[src/rtl/ray_column_rasterizer.sv]
// Expands one ray-cast column descriptor into SCREEN_HEIGHT pixel writes
// (ceiling / wall slice / floor), one pixel per clock. After a full frame of
// columns has been drawn it holds off new descriptors until the frame buffer swaps.
module ray_column_rasterizer #(
    parameter int          SCREEN_WIDTH  = 320,
    parameter int          SCREEN_HEIGHT = 180,
    parameter logic [15:0] CEIL_COLOR    = 16'h0000,
    parameter logic [15:0] FLOOR_COLOR   = 16'h4208
) (
    input  logic        pixel_clk_in,
    input  logic        rst_n_in,
    input  logic        dda_valid_in,
    output logic        dda_ready_out,
    input  logic [8:0]  dda_column_in,
    input  logic [7:0]  dda_line_height_in,
    input  logic [3:0]  dda_wall_type_in,
    input  logic        dda_wall_side_in,
    input  logic        fb_switched_in,
    output logic [15:0] ray_address_out,
    output logic [15:0] ray_pixel_out,
    output logic        ray_valid_out,
    output logic        ray_last_pixel_out
);

    localparam logic [7:0]  H_MAX    = 8'(SCREEN_HEIGHT);
    localparam logic [7:0]  ROW_LAST = 8'(SCREEN_HEIGHT - 1);
    localparam logic [8:0]  COL_LIM  = 9'(SCREEN_WIDTH);
    localparam logic [8:0]  COL_LAST = 9'(SCREEN_WIDTH - 1);
    localparam logic [15:0] ROW_STEP = 16'(SCREEN_WIDTH);

    typedef enum logic [1:0] {IDLE, DRAW, WAIT_SWAP} state_t;

    state_t      state_reg;
    logic [7:0]  row_reg;
    logic [8:0]  count_reg;
    logic [7:0]  start_reg;
    logic [7:0]  end_reg;
    logic [15:0] color_reg;

    logic [7:0]  h_clip;
    logic [7:0]  start_in;
    logic [7:0]  end_in;
    logic [15:0] color_in;
    logic        column_ok;
    logic        do_load;
    logic        last_row;
    logic        final_col;
    logic [7:0]  row_next;

    // Fixed wall palette, indexed by wall type (entry 0 is never drawn as a wall).
    function automatic logic [15:0] palette(input logic [3:0] idx);
        logic [15:0] c;
        case (idx)
            4'h0:    c = 16'h0000;
            4'h1:    c = 16'hF800;
            4'h2:    c = 16'h07E0;
            4'h3:    c = 16'h001F;
            4'h4:    c = 16'hFFE0;
            4'h5:    c = 16'hF81F;
            4'h6:    c = 16'h07FF;
            4'h7:    c = 16'hFFFF;
            4'h8:    c = 16'h8410;
            4'h9:    c = 16'hFC00;
            4'hA:    c = 16'h841F;
            4'hB:    c = 16'h07F0;
            4'hC:    c = 16'hA145;
            4'hD:    c = 16'h6B4D;
            4'hE:    c = 16'hC618;
            default: c = 16'h39E7;
        endcase
        return c;
    endfunction

    // Shaded side: each of R, G and B is halved independently so no bit leaks between fields.
    function automatic logic [15:0] shade(input logic [15:0] c, input logic side);
        return side ? {1'b0, c[15:12], 1'b0, c[10:6], 1'b0, c[4:1]} : c;
    endfunction

    // Row classification against the wall slice [s, e).
    function automatic logic [15:0] pick(input logic [7:0] y, input logic [7:0] s,
                                         input logic [7:0] e, input logic [15:0] c);
        logic [15:0] p;
        if (y < s)      p = CEIL_COLOR;
        else if (y < e) p = c;
        else            p = FLOOR_COLOR;
        return p;
    endfunction

    // Slice geometry and colour for the descriptor currently offered, plus handshake decode.
    always_comb begin
        h_clip = (dda_line_height_in > H_MAX) ? H_MAX : dda_line_height_in;
        if (dda_wall_type_in == 4'd0) begin
            h_clip = 8'd0;
        end
        start_in  = (H_MAX - h_clip) >> 1;
        end_in    = start_in + h_clip;
        color_in  = shade(palette(dda_wall_type_in), dda_wall_side_in);
        column_ok = (dda_column_in < COL_LIM);
        last_row  = (row_reg == ROW_LAST);
        final_col = (count_reg == COL_LAST);
        row_next  = row_reg + 8'd1;
        // Ready while idle, and on the last row of a non-final column so columns chain without a bubble.
        dda_ready_out = (state_reg == IDLE) ||
                        ((state_reg == DRAW) && last_row && !final_col);
        do_load   = dda_valid_in && dda_ready_out && column_ok;
    end

    // Column sequencing, row/address stepping and registered pixel outputs.
    always_ff @(posedge pixel_clk_in or negedge rst_n_in) begin
        if (!rst_n_in) begin
            state_reg          <= IDLE;
            row_reg            <= 8'd0;
            count_reg          <= 9'd0;
            start_reg          <= 8'd0;
            end_reg            <= 8'd0;
            color_reg          <= 16'd0;
            ray_address_out    <= 16'd0;
            ray_pixel_out      <= 16'd0;
            ray_valid_out      <= 1'b0;
            ray_last_pixel_out <= 1'b0;
        end else begin
            case (state_reg)
                IDLE: begin
                    ray_valid_out      <= 1'b0;
                    ray_last_pixel_out <= 1'b0;
                end
                DRAW: begin
                    if (last_row) begin
                        count_reg <= count_reg + 9'd1;
                        if (final_col) begin
                            ray_valid_out      <= 1'b0;
                            ray_last_pixel_out <= 1'b0;
                            state_reg          <= WAIT_SWAP;
                        end else begin
                            // Overridden below when a new column is loaded on this edge.
                            ray_valid_out <= 1'b0;
                            state_reg     <= IDLE;
                        end
                    end else begin
                        row_reg            <= row_next;
                        ray_address_out    <= ray_address_out + ROW_STEP;
                        ray_pixel_out      <= pick(row_next, start_reg, end_reg, color_reg);
                        ray_last_pixel_out <= (row_next == ROW_LAST) && final_col;
                    end
                end
                WAIT_SWAP: begin
                    // A swap pulse arriving while still drawing is deliberately lost.
                    if (fb_switched_in) begin
                        count_reg <= 9'd0;
                        state_reg <= IDLE;
                    end
                end
                default: state_reg <= IDLE;
            endcase

            // Out-of-range columns are consumed by the handshake but never loaded.
            if (do_load) begin
                state_reg          <= DRAW;
                row_reg            <= 8'd0;
                start_reg          <= start_in;
                end_reg            <= end_in;
                color_reg          <= color_in;
                ray_address_out    <= {7'd0, dda_column_in};
                ray_pixel_out      <= pick(8'd0, start_in, end_in, color_in);
                ray_valid_out      <= 1'b1;
                ray_last_pixel_out <= 1'b0;
            end
        end
    end

endmodule
[config.mk]
export PLATFORM = sky130hd
export DESIGN_NAME = ray_column_rasterizer
export DESIGN_NICKNAME = d
export VERILOG_FILES = /design/src/rtl/ray_column_rasterizer.sv
export SDC_FILE = /design/constraint.sdc
export NUM_CORES = 1
export LEC_CHECK = 0
export CAP_MARGIN = 20
export CORE_MARGIN = 5
export CORE_UTILIZATION = 45
export DETAILED_ROUTE_END_ITERATION = 7
export GPL_TIMING_DRIVEN = 1
export PLACE_DENSITY = 0.76
export SYNTH_ARGS = -nofsm -noshare
export SYNTH_HDL_FRONTEND = slang
export SYNTH_SLANG_ARGS = --single-unit
[constraint.sdc]
create_clock -name pixel_clk_in -period 2.7 [get_ports pixel_clk_in]
set_input_delay 0.54 -clock pixel_clk_in [delete_from_list [all_inputs] [get_ports pixel_clk_in]]
set_output_delay 0.54 -clock pixel_clk_in [all_outputs]
set_load 0.02 [all_outputs]
## Word level (Yosys, flattened, before mapping)

Memories as Yosys holds them, arrays and structs flattened.
Index checks and enable logic that the tools add are counted.

| word-level totals | value |
|---|---|
| register bits after elaboration | 84 |
| bits in latches | 0 |
| bits in writable memories | 0 |
| ROM bits | 256 |
| input port bits | 26 |
| output and inout bits | 35 |
| logic and storage cells | 82 |
| memories | 1 |

| cells by class | value |
|---|---|
| add/subtract/negate cells | 5 |
| multipliers | 0 |
| divide/modulo/power cells | 0 |
| $lt $le $gt $ge | 6 |
| equality and inequality tests | 12 |
| shifts and indexed selects | 0 |
| mux-type cells | 31 |
| bitwise logic cells | 0 |
| reduce and logical (&&, ||, !) cells | 17 |

Memory list:

| name | words | width | read ports | clocked after memory_dff | write ports | line | source |
|---|---|---|---|---|---|---|---|
| (no name shown) | 16 | 16 | 1 | 0 | 0 | 53 | `case (idx)` |

Operators with widths:

| cell | number |
|---|---|
| $mux W16 | 11 |
| $mux W8 | 5 |
| $mux W9 | 2 |
| $pmux W9 S2 | 1 |
| $add A16 B9 Y16 const B | 1 |
| $eq A8 B8 Y1 const B | 2 |
| $add A9 B1 Y9 const B | 1 |
| $eq A9 B9 Y1 const B | 1 |
| $lt A9 B9 Y1 const B | 1 |
| $add A7 B8 Y8 | 1 |
| $add A8 B1 Y8 const B | 1 |
| $gt A8 B8 Y1 const B | 1 |
| $lt A1 B8 Y1 const A | 1 |
| $lt A8 B7 Y1 | 1 |
| $lt A8 B8 Y1 | 1 |
| $mux W2 | 4 |
| $ne A2 B2 Y1 const B | 4 |
| $sub A8 B8 Y8 const A | 1 |
| $lt A1 B7 Y1 const A | 1 |
| $ne A3 B3 Y1 const B | 2 |
| $pmux W2 S3 | 1 |
| $reduce_and A2 Y1 | 3 |
| $reduce_and A3 Y1 | 2 |
| $logic_and A1 B1 Y1 | 5 |
| 11 further kinds | 17 |

## Depth between registers and ports, before layout

| logic depth | value |
|---|---|
| depth in word-level cells | 9 |
| gate-level depth with buffers | 20 |
| depth with buffers taken out | 18 |

## Least setup slack after synthesis

Ideal clock, no wire load.

| path | value |
|---|---|
| path kind | input -> register |
| start | in dda_line_height_in[3] |
| end | reg ray_pixel_out[12] |
| library setup time | 0.118 ns |
| data arrival time | 4.042 ns |
| required time | 2.582 ns |
| slack | -1.460 ns |
| cell stages on the path | 19 |
| path buffers | 2 |
| path through | buf_4 o211a_1 o21ai_0 and3_1 inv_1 ha_1 buf_4 a21o_1 a21o_1 mux2i_1 a211oi_1 ha_1 a21o_1 a21oi_1 o41ai_1 a21oi_1 xor2_1 o41a_1 a21o_1 |

| on the way | value |
|---|---|
| word-level cells in the longest chain between the ends | 9 |
| elaborated cells between the ends (all ways) | 10 |
| classes of those cells | add/sub: 2; order compare: 3; mux: 5 |

Ends and longest elaborated chain:

| what | line | source |
|---|---|---|
| from (decl) | 15 | `input logic [7:0] dda_line_height_in,` |
| $gt A8 B8 Y1 | 91 | `h_clip = (dda_line_height_in > H_MAX) ? H_MAX : dda_line_height_in;` |
| $mux W8 * | 91 |  |
| $mux W8 * | 92 | `if (dda_wall_type_in == 4'd0) begin` |
| $sub A8 B8 Y8 * | 95 | `start_in = (H_MAX - h_clip) >> 1;` |
| net start_in[5] | 41 | `logic [7:0] start_in;` |
| $add A7 B8 Y8 | 96 | `end_in = start_in + h_clip;` |
| $lt A1 B8 Y1 | 84 | `else if (y < e) p = c;` |
| $mux W16 | 84 |  |
| $mux W16 * | 83 | `if (y < s) p = CEIL_COLOR;` |
| $mux W16 * | 157 | `if (do_load) begin` |
| to (signal assigned) | 142 | `ray_pixel_out <= pick(row_next, start_reg, end_reg, color_reg);` |
| to (signal assigned) | 164 | `ray_pixel_out <= pick(8'd0, start_in, end_in, color_in);` |
| to (decl) | 20 | `output logic [15:0] ray_pixel_out,` |

Mark *: on every way through the listed nets, which the timed path passes. The rest lies on a longest branch.
A chain may end at the register's enable or synchronous reset.

## Worst setup path in the final report

| path | value |
|---|---|
| start | in dda_wall_type_in[1] |
| end | reg ray_pixel_out[2] |

| on the way | value |
|---|---|
| word-level cells in the longest chain between the ends | 8 |
| elaborated cells between the ends (all ways) | 11 |
| classes of those cells | add/sub: 2; order compare: 2; mux: 5; reduce/logical: 1; memory: 1 |

Ends and longest elaborated chain:

| what | line | source |
|---|---|---|
| from (decl) | 16 | `input logic [3:0] dda_wall_type_in,` |
| $logic_not A4 Y1 * | 92 |  |
| $mux W8 * | 92 |  |
| $sub A8 B8 Y8 * | 95 |  |
| net start_in[1] | 41 |  |
| $add A7 B8 Y8 | 96 |  |
| $lt A1 B8 Y1 | 84 |  |
| $mux W16 | 84 |  |
| $mux W16 * | 83 |  |
| $mux W16 * | 157 |  |

Marks and branches as above.

==> impl_metrics.env <==
export IMPL_num_antenna_cells=0
export IMPL_p_leak_uw=0.003632
export IMPL_finClkSkew_ns=0.009626
export IMPL_grt_overflow_total=0
export IMPL_finalCriticalPeriod_ns=3.720
export IMPL_antenna_found_initial=0
export IMPL_hp_class="in2async"
export IMPL_initial_core_util=0.4536
export IMPL_ys_warn_count=0
export IMPL_grt_pass1_wl_um=26610
export IMPL_io_pin_count=61
export IMPL_maxCapViolations=0
export IMPL_violations="negative setup slack"
export IMPL_synth_seq_cells=82
export IMPL_clock_fmax_mhz=268.8
export IMPL_grt_max_degree=53
export IMPL_fin_nets=850
export IMPL_cts_tree="built"
export IMPL_multi_input_area_um2=3417
export IMPL_numCtsBuffers=9
export IMPL_hold_viol_final=0
export IMPL_ant_nets=0
export IMPL_rsz0062_at_grt="true"
export IMPL_numPortBuffers=60
export IMPL_rows=40
export IMPL_largest_reg_flops=16
export IMPL_core_um2=11910
export IMPL_synth_nets=681
export IMPL_dpl_hpwl_um=11790
export IMPL_synth_main_ff_cell="dfrtp_1"
export IMPL_wl_per_cell_um=17.42
export IMPL_status="complete, but fails checks"
export IMPL_wl_um=16500
export IMPL_first_pass_iters=5
export IMPL_cp_arrival_ns=3.95
export IMPL_nFillCells=970
export IMPL_synth_cell_area_um2=5403
export IMPL_ys_seq_area_frac=0.3798
export IMPL_setup_violations=20
export IMPL_synth_edf_count=0
export IMPL_critPathRequiredTime_ns=2.93
export IMPL_die_h_um=119.6
export IMPL_setup_slack_ns=-1.020
export IMPL_htree_levels=3
export IMPL_synth_cell_type_count=71
export IMPL_fin_tns_setup_ns=-16.40
export IMPL_placed_cell_area_um2=7038
export IMPL_end_kind="flop"
export IMPL_async_flop_share=1.000
export IMPL_cts_sinks=82
export IMPL_ir_drop_v=0.0004215
export IMPL_viasPerCell=5.824
export IMPL_ys_top_cells_by_area="dfrtp_1 (38%), ha_1 (6.5%), nand2_1 (5.7%)"
export IMPL_place_congestion=0.9760
export IMPL_dieArea_um2=14300
export IMPL_cts_root_buf="clkbuf_16"
export IMPL_start_kind="primary input"
export IMPL_final_cell_area_um2=7717
export IMPL_grt_use_total=0.2273
export IMPL_power_density_nw_per_um2=836.5
export IMPL_synth_top_area_share=0.3798
export IMPL_areaGrowthSynthToFinish_pct=42.84
export IMPL_grt_pass1_vias=5564
export IMPL_synth_cells=626
export IMPL_critPathKind="in2reg"
export IMPL_yosys_area_top_type="dfrtp_1"
export IMPL_netlist_top_cells_count="dfrtp_1 (82), nand2_1 (82), nor2_1 (64)"
export IMPL_max_slew_margin=0.4483
export IMPL_finalCritPeriodShare=1.378
export IMPL_clk_latency_ns=0.35
export IMPL_worst_path_max_fanout=3
export IMPL_drc=0
export IMPL_slew_viol_final=0
export IMPL_num_vias=5515
export IMPL_clk_path_buf_depth=2
export IMPL_tightest_slew_ns=0.8245
export IMPL_drtIter0Drc=388
export IMPL_cts_clk_slew_worst_paths_ns=0.07
export IMPL_drive_gt1_frac=0.2775
export IMPL_syn_mean_instance_area_um2=8.630
export IMPL_fp_dieW_um=119.6
export IMPL_seq_area_um2=2052
power breakdown:
| part | total [µW] | switching [µW] | internal, µW |
|---|---|---|---|
| sequential | 2020 | 331 | 1690 |
| clock | 1270 | 542 | 732 |
| combinational | 3160 | 1700 | 1460 |
| total | 6460 | 2580 | 3880 |
worst max-delay path, stage by stage:
cell	delay, ns
buf_12	0.11
inv_12	0.04
ha_4	0.12
or3b_4	0.38
and3_4	0.17
inv_2	0.06
ha_4	0.15
xor2_2	0.22
ha_1	0.28
a21o_1	0.24
a211oi_2	0.37
nor4_2	0.11
a32oi_2	0.23
nand4_1	0.18
buf_4	0.19
buf_12	0.12
o41ai_4	0.34
o21ai_1	0.12
path summary, 6_finish.rpt:
| kind | from | end | depth (start not counted) | slack, ns |
|---|---|---|---|---|
| worst max register to register | row_reg[1] | ray_pixel_out[11] | 11 | -0.16 |
| worst max-delay path | dda_wall_type_in[1] | ray_pixel_out[2] | 18 | -1.02 |
| max in group asynchronous | rst_n_in | ray_pixel_out[12] | 2 | 1.97 |
| worst min register to register | ray_address_out[0] | ray_address_out[0] | 2 | 0.48 |
| min in group pixel_clk_in | ray_address_out[0] | ray_address_out[0] | 2 | 0.48 |
| worst min-delay path | rst_n_in | row_reg[0] | 1 | 0.13 |
timing repair:
item | 4_1_cts | 5_1_grt
endpoints found under the setup margin | 25 | 22
hold buffers | 0 | 0
gates resized for setup | 82 | 26
buffers inserted | 9 | 7
pin swaps | 34 | 31
cells by family after synthesis:
| group | after synthesis | synth area share |
|---|---|---|
| and+or+nand+nor | 230 | 0.2052 |
| adders and majority gates | 29 | 0.06855 |
| xor gates and xnor gates | 30 | 0.04863 |
| muxes | 4 | 0.007411 |
| DFF | 82 | 0.3798 |
| buffers and inverters | 59 | 0.05187 |
| AOI/OAI and AO/OA | 192 | 0.2385 |
placed cells by master, fill, tap and decap left out, types with 13 or more instances in the layout:
| master | count |
|---|---|
| buf_4 | 122 |
| nand2_1 | 82 |
| dfrtp_1 | 82 |
| nor2_1 | 64 |
| clkdlybuf4s50_1 | 46 |
| o21ai_0 | 40 |
| a21oi_1 | 29 |
| ha_1 | 24 |
| inv_1 | 22 |
| a21o_1 | 20 |
| nand3_1 | 16 |
| xor2_1 | 14 |
| nand2b_1 | 13 |
per-stage QoR:
step	cells	util	power (µW)	worst slack (ns)	hold slack (ns)
after detailed placement	917	0.5909	4973	-2.035	0.4660
after CTS	942	0.6339	6352	-0.9443	0.1449
after global placement	917	0.5909	4832	-1.766	0.4583
final	947	0.6479	6456	-1.020	0.1286
after floorplan	626	-	3654	-1.227	0.2444
after global routing	947	0.6479	6834	-1.158	0.1599
routing by layer:
metal  up-vias  part of all wire  global-route usage
li1       2587                 -                   -
met1      2700              0.40              0.2644
met2       174              0.52              0.4075
met3        54             0.046             0.04901
met4         0             0.035             0.08876
met5         -                 0                   0
final cells by class:
class,count,area share
inverter,27,0.01573
tap,147,0.02383
multi-input combinational,485,0.4428
clock inverter,6,0.009403
sequential,82,0.2659
timing repair buffer,190,0.2127
clock buffer,10,0.02967
(Power assumes the default switching activity.)
